## src/rtl/fill_pkg.sv

```systemverilog
`default_nettype none
// ============================================================================
// fill_pkg : opcodes, FSM states and header word indices for fill_rect
// Rev 1.0
// ============================================================================
package fill_pkg;

    localparam logic [7:0] CMD_CASET = 8'h2A;
    localparam logic [7:0] CMD_PASET = 8'h2B;
    localparam logic [7:0] CMD_RAMWR = 8'h2C;

    typedef enum logic [2:0] {
        IDLE,
        ISSUE,
        WAIT_ACK,
        WAIT_DONE,
        FIN
    } state_t;

    typedef enum logic [3:0] {
        W_CASET,
        W_X0_HI,
        W_X0_LO,
        W_X1_HI,
        W_X1_LO,
        W_PASET,
        W_Y0_HI,
        W_Y0_LO,
        W_Y1_HI,
        W_Y1_LO,
        W_RAMWR
    } word_t;

endpackage
`default_nettype wire

```

## src/rtl/fill_rect_if.sv

```systemverilog
`default_nettype none
// ============================================================================
// fill_rect_if : word handshake between a draw block and the LCD bus writer
// Rev 1.0
// ============================================================================
interface fill_rect_if #(
    parameter int COLOR_W = 16
);
    logic               start;
    logic               commanddata;
    logic [COLOR_W-1:0] valueout;
    logic               status_execution;

    modport master (
        output start,
        output commanddata,
        output valueout,
        input  status_execution
    );

    modport slave (
        input  start,
        input  commanddata,
        input  valueout,
        output status_execution
    );
endinterface
`default_nettype wire

```

## src/rtl/fill_xy_counter.sv

```systemverilog
`default_nettype none
// ============================================================================
// fill_xy_counter : nested column/row walk over an inclusive rectangle
// Rev 1.0
// ============================================================================
module fill_xy_counter #(
    parameter int XW = 9
) (
    input  wire             clk,
    input  wire             rst,
    input  wire             load,
    input  wire             advance,
    input  wire  [XW-1:0]   x0,
    input  wire  [XW-1:0]   x1,
    input  wire  [XW-1:0]   y0,
    input  wire  [XW-1:0]   y1,
    output logic [2*XW-1:0] col,
    output logic [2*XW-1:0] row,
    output logic            last
);
    localparam int CW = 2 * XW;

    logic [CW-1:0] r_col;
    logic [CW-1:0] r_row;
    logic [CW-1:0] r_x0;
    logic [CW-1:0] r_x1;
    logic [CW-1:0] r_y1;
    logic          w_col_end;
    logic          w_row_end;

    assign w_col_end = (r_col == r_x1);
    assign w_row_end = (r_row == r_y1);

    always_ff @(posedge clk or posedge rst) begin
        if (rst) begin
            r_col <= '0;
            r_row <= '0;
            r_x0  <= '0;
            r_x1  <= '0;
            r_y1  <= '0;
        end else if (load) begin
            r_col <= CW'(x0);
            r_row <= CW'(y0);
            r_x0  <= CW'(x0);
            r_x1  <= CW'(x1);
            r_y1  <= CW'(y1);
        end else if (advance) begin
            // column wraps back to x0 and carries into the row
            if (w_col_end) begin
                r_col <= r_x0;
                r_row <= r_row + 1'b1;
            end else begin
                r_col <= r_col + 1'b1;
            end
        end
    end

    assign col  = r_col;
    assign row  = r_row;
    assign last = w_col_end && w_row_end;

endmodule
`default_nettype wire

```

## src/rtl/fill_rect.sv

```systemverilog
`default_nettype none
// ============================================================================
// fill_rect : fills rectangle (x0,y0)-(x1,y1) via CASET/PASET/RAMWR + pixels.
// Optional FILL_RECT_CHECKER_EN adds a two-colour checkerboard.   Rev 1.0
// ============================================================================
module fill_rect #(
    parameter int         XW        = 9,
    parameter int         COLOR_W   = 16,
    parameter logic [7:0] CMD_CASET = fill_pkg::CMD_CASET,
    parameter logic [7:0] CMD_PASET = fill_pkg::CMD_PASET,
    parameter logic [7:0] CMD_RAMWR = fill_pkg::CMD_RAMWR
) (
    input  wire                clk,
    input  wire                rst,
    input  wire                go,
    input  wire  [XW-1:0]      x0,
    input  wire  [XW-1:0]      x1,
    input  wire  [XW-1:0]      y0,
    input  wire  [XW-1:0]      y1,
    input  wire  [COLOR_W-1:0] color,
`ifdef FILL_RECT_CHECKER_EN
    input  wire                checker_on,
    input  wire  [COLOR_W-1:0] color2,
`endif
    output logic               busy,
    output logic               done,
    output logic               err,
    fill_rect_if.master        wr
);
    import fill_pkg::*;

    localparam int CW = 2 * XW;

    state_t             r_state;
    word_t              r_word;
    logic               r_pix;
    logic               r_hold;
    logic               r_last;
    logic [XW-1:0]      r_x0;
    logic [XW-1:0]      r_x1;
    logic [XW-1:0]      r_y0;
    logic [XW-1:0]      r_y1;
    logic [COLOR_W-1:0] r_color;
    logic [COLOR_W-1:0] r_val;
    logic               r_cd;
    logic               r_start;
    logic               r_busy;
    logic               r_done;
    logic               r_err;

    logic [CW-1:0]      w_col;
    logic [CW-1:0]      w_row;
    logic               w_last;
    logic               w_bad;
    logic               w_accept;
    logic               w_advance;
    logic [COLOR_W-1:0] w_pix_color;
    logic [15:0]        w_x0w;
    logic [15:0]        w_x1w;
    logic [15:0]        w_y0w;
    logic [15:0]        w_y1w;
    word_t              w_nxt;

    assign w_bad     = (x0 > x1) || (y0 > y1);
    assign w_accept  = (r_state == IDLE) && go && !w_bad;
    // step after each pixel is issued so the counter already names the next one
    assign w_advance = (r_state == ISSUE) && r_pix && !w_last;
    assign w_nxt     = word_t'(r_word + 4'd1);

    assign w_x0w = 16'(r_x0);
    assign w_x1w = 16'(r_x1);
    assign w_y0w = 16'(r_y0);
    assign w_y1w = 16'(r_y1);

    fill_xy_counter #(
        .XW      (XW)
    ) u_xy (
        .clk     (clk),
        .rst     (rst),
        .load    (w_accept),
        .advance (w_advance),
        .x0      (x0),
        .x1      (x1),
        .y0      (y0),
        .y1      (y1),
        .col     (w_col),
        .row     (w_row),
        .last    (w_last)
    );

    always_ff @(posedge clk or posedge rst) begin
        if (rst) begin
            r_x0    <= '0;
            r_x1    <= '0;
            r_y0    <= '0;
            r_y1    <= '0;
            r_color <= '0;
        end else if (w_accept) begin
            r_x0    <= x0;
            r_x1    <= x1;
            r_y0    <= y0;
            r_y1    <= y1;
            r_color <= color;
        end
    end

`ifdef FILL_RECT_CHECKER_EN
    logic               r_chk;
    logic [COLOR_W-1:0] r_color2;

    always_ff @(posedge clk or posedge rst) begin
        if (rst) begin
            r_chk    <= 1'b0;
            r_color2 <= '0;
        end else if (w_accept) begin
            r_chk    <= checker_on;
            r_color2 <= color2;
        end
    end

    assign w_pix_color = (r_chk && (w_col[0] ^ w_row[0])) ? r_color2 : r_color;
`else
    assign w_pix_color = r_color;
`endif

    logic w_unused_pos;
    assign w_unused_pos = ^{w_col, w_row};

    // {commanddata, valueout} for one of the 11 header words
    function automatic logic [COLOR_W:0] hdr_word(input word_t w);
        case (w)
            W_CASET: return {1'b0, COLOR_W'(CMD_CASET)};
            W_X0_HI: return {1'b1, COLOR_W'(w_x0w[15:8])};
            W_X0_LO: return {1'b1, COLOR_W'(w_x0w[7:0])};
            W_X1_HI: return {1'b1, COLOR_W'(w_x1w[15:8])};
            W_X1_LO: return {1'b1, COLOR_W'(w_x1w[7:0])};
            W_PASET: return {1'b0, COLOR_W'(CMD_PASET)};
            W_Y0_HI: return {1'b1, COLOR_W'(w_y0w[15:8])};
            W_Y0_LO: return {1'b1, COLOR_W'(w_y0w[7:0])};
            W_Y1_HI: return {1'b1, COLOR_W'(w_y1w[15:8])};
            W_Y1_LO: return {1'b1, COLOR_W'(w_y1w[7:0])};
            default: return {1'b0, COLOR_W'(CMD_RAMWR)};
        endcase
    endfunction

    always_ff @(posedge clk or posedge rst) begin
        if (rst) begin
            r_state <= IDLE;
            r_word  <= W_CASET;
            r_pix   <= 1'b0;
            r_hold  <= 1'b0;
            r_last  <= 1'b0;
            r_start <= 1'b0;
            r_cd    <= 1'b0;
            r_val   <= '0;
            r_busy  <= 1'b0;
            r_done  <= 1'b0;
            r_err   <= 1'b0;
        end else begin
            r_start <= 1'b0;
            case (r_state)
                IDLE: begin
                    if (go) begin
                        if (w_bad) begin
                            r_done  <= 1'b1;
                            r_err   <= 1'b1;
                            r_state <= FIN;
                        end else begin
                            r_busy <= 1'b1;
                            r_word <= W_CASET;
                            r_pix  <= 1'b0;
                            r_last <= 1'b0;
                            if (!wr.status_execution) begin
                                r_hold          <= 1'b0;
                                r_start         <= 1'b1;
                                {r_cd, r_val}   <= hdr_word(W_CASET);
                                r_state         <= ISSUE;
                            end else begin
                                // writer still busy: park until it frees up
                                r_hold  <= 1'b1;
                                r_state <= WAIT_DONE;
                            end
                        end
                    end
                end
                ISSUE: begin
                    if (r_pix && w_last) begin
                        r_last <= 1'b1;
                    end
                    r_state <= WAIT_ACK;
                end
                WAIT_ACK: begin
                    if (wr.status_execution) begin
                        r_state <= WAIT_DONE;
                    end
                end
                WAIT_DONE: begin
                    if (!wr.status_execution) begin
                        if (r_hold) begin
                            r_hold        <= 1'b0;
                            r_start       <= 1'b1;
                            {r_cd, r_val} <= hdr_word(W_CASET);
                            r_state       <= ISSUE;
                        end else if (r_pix || (r_word == W_RAMWR)) begin
                            if (r_last) begin
                                r_busy  <= 1'b0;
                                r_done  <= 1'b1;
                                r_err   <= 1'b0;
                                r_state <= FIN;
                            end else begin
                                r_pix   <= 1'b1;
                                r_start <= 1'b1;
                                r_cd    <= 1'b1;
                                r_val   <= w_pix_color;
                                r_state <= ISSUE;
                            end
                        end else begin
                            r_word        <= w_nxt;
                            r_start       <= 1'b1;
                            {r_cd, r_val} <= hdr_word(w_nxt);
                            r_state       <= ISSUE;
                        end
                    end
                end
                FIN: begin
                    r_done  <= 1'b0;
                    r_err   <= 1'b0;
                    r_state <= IDLE;
                end
                default: begin
                    r_state <= IDLE;
                end
            endcase
        end
    end

    assign wr.start       = r_start;
    assign wr.commanddata = r_cd;
    assign wr.valueout    = r_val;
    assign busy           = r_busy;
    assign done           = r_done;
    assign err            = r_err;

endmodule
`default_nettype wire

```

## src/flat_wrapper.sv

```systemverilog
// flat-port wrapper written by rule: the top's interface ports become plain ports
module fill_rect_flat import fill_pkg::*;
#(
    parameter int         XW        = 9,
    parameter int         COLOR_W   = 16,
    parameter logic [7:0] CMD_CASET = fill_pkg::CMD_CASET,
    parameter logic [7:0] CMD_PASET = fill_pkg::CMD_PASET,
    parameter logic [7:0] CMD_RAMWR = fill_pkg::CMD_RAMWR
)
  (clk, rst, go, x0, x1, y0, y1, color, busy, done, err, wr_start, wr_commanddata, wr_valueout, wr_status_execution);
  fill_rect_if #(.COLOR_W(COLOR_W)) wr_i ();
  input  wire clk;
  input  wire rst;
  input  wire go;
  input  wire  [XW-1:0] x0;
  input  wire  [XW-1:0] x1;
  input  wire  [XW-1:0] y0;
  input  wire  [XW-1:0] y1;
  input  wire  [COLOR_W-1:0] color;
  output logic busy;
  output logic done;
  output logic err;
  output wire logic [$bits(wr_i.start)-1:0] wr_start;
  output wire logic [$bits(wr_i.commanddata)-1:0] wr_commanddata;
  output wire logic [$bits(wr_i.valueout)-1:0] wr_valueout;
  input wire logic [$bits(wr_i.status_execution)-1:0] wr_status_execution;
  assign wr_start = wr_i.start;
  assign wr_commanddata = wr_i.commanddata;
  assign wr_valueout = wr_i.valueout;
  assign wr_i.status_execution = wr_status_execution;
  fill_rect #(.XW(XW), .COLOR_W(COLOR_W), .CMD_CASET(CMD_CASET), .CMD_PASET(CMD_PASET), .CMD_RAMWR(CMD_RAMWR)) u_core (.clk(clk), .rst(rst), .go(go), .x0(x0), .x1(x1), .y0(y0), .y1(y1), .color(color), .busy(busy), .done(done), .err(err), .wr(wr_i));
endmodule
```

## config.mk

```make
export PLATFORM = sky130hd
export DESIGN_NAME = fill_rect_flat
export DESIGN_NICKNAME = d
export VERILOG_FILES = /design/src/rtl/fill_pkg.sv /design/src/rtl/fill_rect_if.sv /design/src/rtl/fill_xy_counter.sv /design/src/rtl/fill_rect.sv /design/src/flat_wrapper.sv
export SDC_FILE = /design/constraint.sdc
export NUM_CORES = 1
export LEC_CHECK = 0
export ABC_AREA = 0
export ABC_CLOCK_PERIOD_IN_PS = 5360
export BUFFER_PORTS_ARGS = -buffer_cell sky130_fd_sc_hd__buf_2
export CORE_UTILIZATION = 37
export DETAILED_ROUTE_END_ITERATION = 7
export SETUP_SLACK_MARGIN = 0.02
export SLEW_MARGIN = 5
export SYNTH_ARGS = -nofsm -noshare
export SYNTH_HDL_FRONTEND = slang
export SYNTH_SLANG_ARGS = --single-unit
```

## constraint.sdc

```tcl
create_clock -name clk -period 5.36 [get_ports clk]
set_clock_uncertainty 0.05 [all_clocks]
set_input_delay 0.804 -clock clk [delete_from_list [all_inputs] [get_ports clk]]
set_output_delay 0.804 -clock clk [all_outputs]
set_load 0.005 [all_outputs]
```

[Word-level counts from Yosys, hierarchy flattened]
Index checks and enable logic that the tools add are counted.
Storage, ports and cells
  bits in latches: 0
  memories kept: 0
  memory bits (read-only): 0
  memory bits (writable): 0
  output and inout bits: 21
  bits in registers: 119
Operators by class
  mux-type cells: 73
  equal/unequal tests: 29
  multipliers: 0
  $lt $le $gt $ge: 2
  shifts and indexed selects: 0
  bitwise gates (word level): 0
  divide/modulo/power cells: 0
  reduce and logical (&&, ||, !) cells: 26
  $add $sub $neg: 3
Operator list (number)
  17-bit one-hot mux with 10 select lines: 1
  16-bit two-way mux: 7
  18-bit two-way mux: 6
  18-bit by 1-bit adder with 18-bit output, second input constant: 2
  18-bit by 9-bit == test with 1-bit output: 2
  1-bit two-way mux: 35
  16-bit one-hot mux with 2 select lines: 1
  3-bit two-way mux: 7
  7-bit AND reduction: 3
  4-bit two-way mux: 5
  9-bit > comparator: 2
  2-bit != test, second input constant: 9
  4-bit by 3-bit == test with 1-bit output, second input constant: 4
  4-bit == test, second input constant: 3
  1-bit one-hot mux with 2 select lines: 6
  3-bit one-hot mux with 4 select lines: 1
  6-bit AND reduction: 2
  4-bit by 2-bit == test with 1-bit output, second input constant: 2
  4-bit one-hot mux with 2 select lines: 1
  4-bit AND reduction: 2
  2-bit nonzero test: 4
  3-bit by 2-bit == test with 1-bit output, second input constant: 2
  1-bit logical AND: 6
  2-bit by 1-bit != test with 1-bit output, second input constant: 3
  14 further kinds: 17

[Longest topological paths before layout]
  depth after elaboration: 7
  mapped depth: 12
  mapped depth without buffers: 10

[By module]
From an unflattened synthesis, not the netlist that was laid out.
Unflattened totals
  cell total of the unflattened synthesis: 788
  area, all modules: 8061.5 um2
By module, submodules not included
  fill_rect: area each 4664.5 um2, cells an instance 451, instances 1, seq. area each 2077.0 um2
  fill_xy_counter: area each 3397.0 um2, cells an instance 337, instances 1, seq. area each 1576.5 um2

[Worst setup path before layout]
Ideal clock, no wire load.
  kind: input to register
  start: input y1[8]
  end: register u_core.r_val[3], in the netlist u_core.wr.valueout[3]
  path buffers: 2
  stages: 12
  slack: 2.581 ns
  arrival: 2.603 ns
  setup time: 0.126 ns
  cell sequence: inv_1 -> ha_1 -> nand4_1 -> or2_1 -> a21oi_1 -> nand2_1 -> and3_1 -> buf_2 -> o21ai_2 -> inv_2 -> buf_4 -> a2bb2oi_1
Between the ends
  cells in the longest elaborated chain, start to end: 4
Ends and longest elaborated chain
  from (decl): RTL line flat_wrapper.sv:18  | input wire [XW-1:0] y1;
  9-bit > comparator: RTL line fill_rect.sv:64  | assign w_bad = (x0 > x1) || (y0 > y1);
  1-bit logical OR: RTL line fill_rect.sv:64
  2-bit != test (no line)
  6-bit AND reduction (no line)
  to (signal assigned): RTL line fill_rect.sv:176  | {r_cd, r_val} <= hdr_word(W_CASET);
  to (signal assigned): RTL line fill_rect.sv:202  | {r_cd, r_val} <= hdr_word(W_CASET);
  to (signal assigned): RTL line fill_rect.sv:214  | r_val <= w_pix_color;
  to (decl): RTL line fill_rect.sv:44  | logic [COLOR_W-1:0] r_val;
Every way passes these cells.
A chain may end at the register's enable or synchronous reset.

[Worst setup path after layout]
  start: input y0[8]
  end: register u_core.u_xy.r_row[6], in the netlist u_core.u_xy.row[6]
Between the ends
  cells in the longest elaborated chain, start to end: 6
Ends and longest elaborated chain
  from (decl): RTL line flat_wrapper.sv:17  | input wire [XW-1:0] y0;
  9-bit > comparator *: RTL line fill_rect.sv:64
  1-bit logical OR *: RTL line fill_rect.sv:64
  1-bit zero test *: RTL line fill_rect.sv:65  | assign w_accept = (r_state == IDLE) && go && !w_bad;
  1-bit logical AND *: RTL line fill_rect.sv:65
  2-bit nonzero test (no line)
  2-bit AND reduction (no line)
  to (signal assigned): RTL line fill_xy_counter.sv:43  | r_row <= CW'(y0);
  to (signal assigned): RTL line fill_xy_counter.sv:51  | r_row <= r_row + 1'b1;
  to (decl): RTL line fill_xy_counter.sv:24  | logic [CW-1:0] r_row;
Every way passes the cells marked *; elsewhere a longest branch is shown, timed or not.

==> load_flow_metrics.sql <==
INSERT INTO impl_metrics (metric_group, metric, value, unit) VALUES
('timing', 'finalSetupViolations', '0', ''),
('drt', 'firstDrtPassIters', '5', ''),
('clock_tree', 'cts-hold-fix-buffers', '0', ''),
('critical_path', 'arrival_time_at_the_worst_endpoint', '3.57', 'ns'),
('cells_and_area', 'nets', '901', ''),
('global_route', 'grt.overflow.total', '0', ''),
('logic_synthesis', 'synth-simple-area-share', '23.6', '%'),
('timing', 'setup_ws', '2.07', 'ns'),
('critical_path', 'slowest_stage', 'sky130_fd_sc_hd__buf_4', ''),
('timing', 'setup_repair_after_global_routing_missed_its_margin', 'false', ''),
('clock_tree', 'htree_levels', '4', ''),
('cells_and_area', 'final_cell_count_no_fill', '1056', ''),
('critical_path', 'cp_top_delay_family', 'simple AND/OR/NAND/NOR gates', ''),
('drt', 'avgRoutedWirePerCell', '17.0', 'um'),
('pwr', 'power_density', '535', 'nW/um^2'),
('floorplan', 'initial_utilization', '38.1', '%'),
('logic_synthesis', 'synthesis.yosys.warnings', '0', ''),
('outcome', 'status', 'finished clean', ''),
('clock_tree', 'cts.clk_slew.worst_paths', '0.05', 'ns'),
('critical_path', 'critical_path.reg2reg.startpoint', 'u_core.u_xy.col[11]', ''),
('timing', 'worst_slew_margin_rel', '50.5', '%'),
('floorplan', 'die_w', '136', 'um'),
('logic_synthesis', 'post_synth_mux_area_share', '2.32', '%'),
('timing', 'totalNegativeSetupSlack', '0', 'ns'),
('critical_path', 'critical-path-max-stage-delay', '0.54', 'ns'),
('global_route', 'first_global_vias', '5285', ''),
('logic_synthesis', 'netlist_top_cells_area', 'sky130_fd_sc_hd__dfrtp_1, sky130_fd_sc_hd__nand2_1, sky130_fd_sc_hd__ha_1, sky130_fd_sc_hd__o21ai_0, sky130_fd_sc_hd__xnor2_1', ''),
('global_route', 'total_global_routing_track_utilization', '20.5', '%'),
('critical_path', 'timing.rr.end', 'u_core.u_xy.row[4]', ''),
('job', 'drv.max_cap_violation_count', '0', ''),
('drt', 'drt_iter0_drc', '379', ''),
('cells_and_area', 'final_design_instance_area_without_fill', '7780', 'um^2'),
('placed_design', 'placed_cell_count', '1025', ''),
('pwr', 'totalPowerFinal', '4170', 'uW'),
('critical_path', 'critPathBufInv', '2', ''),
('logic_synthesis', 'syn-mean-instance-area', '8.80', 'um^2'),
('logic_synthesis', 'adder_cell_area_share_of_the_yosys_netlist', '4.90', '%'),
('worst_hold_path', 'hold_path.class', 'primary input to async pin', ''),
('logic_synthesis', 'yosys_most_used_dff', 'sky130_fd_sc_hd__dfrtp_1', ''),
('clock_tree', 'clock_insertion_delay_worst_skew', '0.42', 'ns'),
('critical_path', 'worstSetupEndpointType', 'register', ''),
('critical_path', 'minimum_setup_slack_among_reg_to_reg_paths', '2.36', 'ns'),
('logic_synthesis', 'complex_gate_fraction_of_the_synthesized_area', '13.9', '%'),
('drt', 'remaining_drc_errors', '0', ''),
('critical_path', 'critPathRequiredTime', '5.64', 'ns'),
('cells_and_area', 'area_growth_syn_to_layout', '17.2', '%'),
('floorplan', 'die_area', '18500', 'um^2'),
('timing', 'timing_hold_violations_final', '0', ''),
('placed_design', 'postPlaceCellArea', '7180', 'um^2'),
('global_route', 'grt_start_max_net_pins', '56', ''),
('clock_tree', 'buffers_inserted_during_post_cts_setup_optimization', '0', ''),
('clock_tree', 'cts_tree', 'done', ''),
('placed_design', 'gpl_congestion', '0.887', ''),
('timing', 'final.min_clock_period', '3.29', 'ns'),
('logic_synthesis', 'syn-instance-count', '754', ''),
('clock_tree', 'clockRootBuffer', 'sky130_fd_sc_hd__clkbuf_16', ''),
('critical_path', 'cell_by_cell_listing_of_the_critical_path', 'buf_2, ha_1, nand4_1, or2_1, nor2_1, o2bb2ai_1, and3_2, buf_4, nand2_1, o21ai_0', ''),
('floorplan', 'die_height', '136', 'um'),
('logic_synthesis', 'asyncSetResetFlopFracSynth', '100', '%'),
('global_route', 'grt_pass1_wl', '28500', 'um'),
('logic_synthesis', 'synth.largest_area_cell', 'sky130_fd_sc_hd__dfrtp_1', ''),
('logic_synthesis', 'synth_area_in_xor_xnor', '5.80', '%'),
('critical_path', 'reg2regPathDepth', '7', ''),
('placed_design', 'dp_worst_setup_slack', '1.63', 'ns'),
('clock_tree', 'cts.sink_count', '119', ''),
('drt', 'detail-route-antenna-nets', '0', ''),
('pwr', 'p_leak', '0.00364', 'uW'),
('drt', 'finalWirelength', '17900', 'um'),
('clock_tree', 'cts_buffer_depth', '2', ''),
('placed_design', 'buffer_ports.inserted', '76', ''),
('timing', 'min_period_over_period', '61.4', '%');
[sequential cells by signal, summed over array words and instances (netlist names)]
register and count:
u_core.r_pix 1, u_core.wr.start 1, u_core.u_xy.row 18, u_core.done 1, u_core.wr.valueout 16, u_core.r_color 16, u_core.r_y1 9, u_core.r_last 1
u_core.r_state 3, u_core.wr.commanddata 1, u_core.u_xy.col 18, u_core.r_x1 9, u_core.r_word 4, u_core.busy 1, u_core.r_y0 9, u_core.r_hold 1
u_core.r_x0 9, u_core.err 1
[where the power goes]
part	switching, uW	internal [uW]
combinational	716	548
clock	412	775
sequential	438	1280
[area by class of cell]
type	count	area [um^2]
Multi-Input combinational cell	563	3360
Clock buffer	23	488
Clock inverter	8	120
Sequential cell	119	2980
Timing Repair Buffer	80	410
Fill cell	1721	9630
Tap cell	225	282
Inverter	38	145
[cells by family (layout without fill, tap and decap cells)]
logic type	after synthesis	count (layout)
adder cells (fa/ha/maj)	26	26
flip-flops	119	119
AO/OA/AOI/OAI	145	145
XOR/XNOR	44	44
buffers and inverters	72	149
AND/OR/NAND/NOR	333	333
multiplexers	15	15
[metrics by stage]
step	utilization, %	hold WS, ns
2_1_floorplan	-	0.390
3_3_place_gp	41.2	0.405
3_5_place_dp	41.2	0.412
4_1_cts	44.7	0.268
5_1_grt	44.7	0.289
6_report	44.7	0.274
[placed cells by master, fill, tap and decap left out, drive strengths merged, types with 25 or more instances in the layout]
cell / instances
nor2: 56
nand2: 171
nand3: 27
a21oi: 33
inv: 38
ha: 26
dfrtp: 119
buf: 80
o21ai: 55
xnor2: 25
[layer usage]
metal  vias up  GRT usage [%]  share of wire [%]
met4         0           5.68                1.0
met1      2708           29.9                 48
met5         -              0                  0
met3        13           4.51                6.0
met2       175           30.3                 45
li1       2734              -                  -
[worst reg2reg max path: stages (launching register included)]
cell and delay [ns]:
sky130_fd_sc_hd__dfrtp_1 0.43, sky130_fd_sc_hd__or4_4 0.53, sky130_fd_sc_hd__nor3_2 0.14, sky130_fd_sc_hd__nand4_1 0.47, sky130_fd_sc_hd__nor3b_4 0.78, sky130_fd_sc_hd__nand4_1 0.20, sky130_fd_sc_hd__xor2_1 0.17, sky130_fd_sc_hd__o21ai_0 0.09
[worst max path at each step]
stage	startpoint	endpoint	slack (ns)	cells after the start
3_5_place_dp	y1[8]	u_core.u_xy.col[5]	1.63	11
5_1_grt	y1[8]	u_core.u_xy.col[5]	1.80	11
2_1_floorplan	rst	u_core.busy	1.35	1
6_report	y0[8]	u_core.u_xy.row[6]	2.07	10
3_3_place_gp	x1[1]	u_core.r_y0[8]	1.73	11
4_1_cts	y1[8]	u_core.u_xy.row[6]	2.08	11
(Power assumes the default switching activity.)
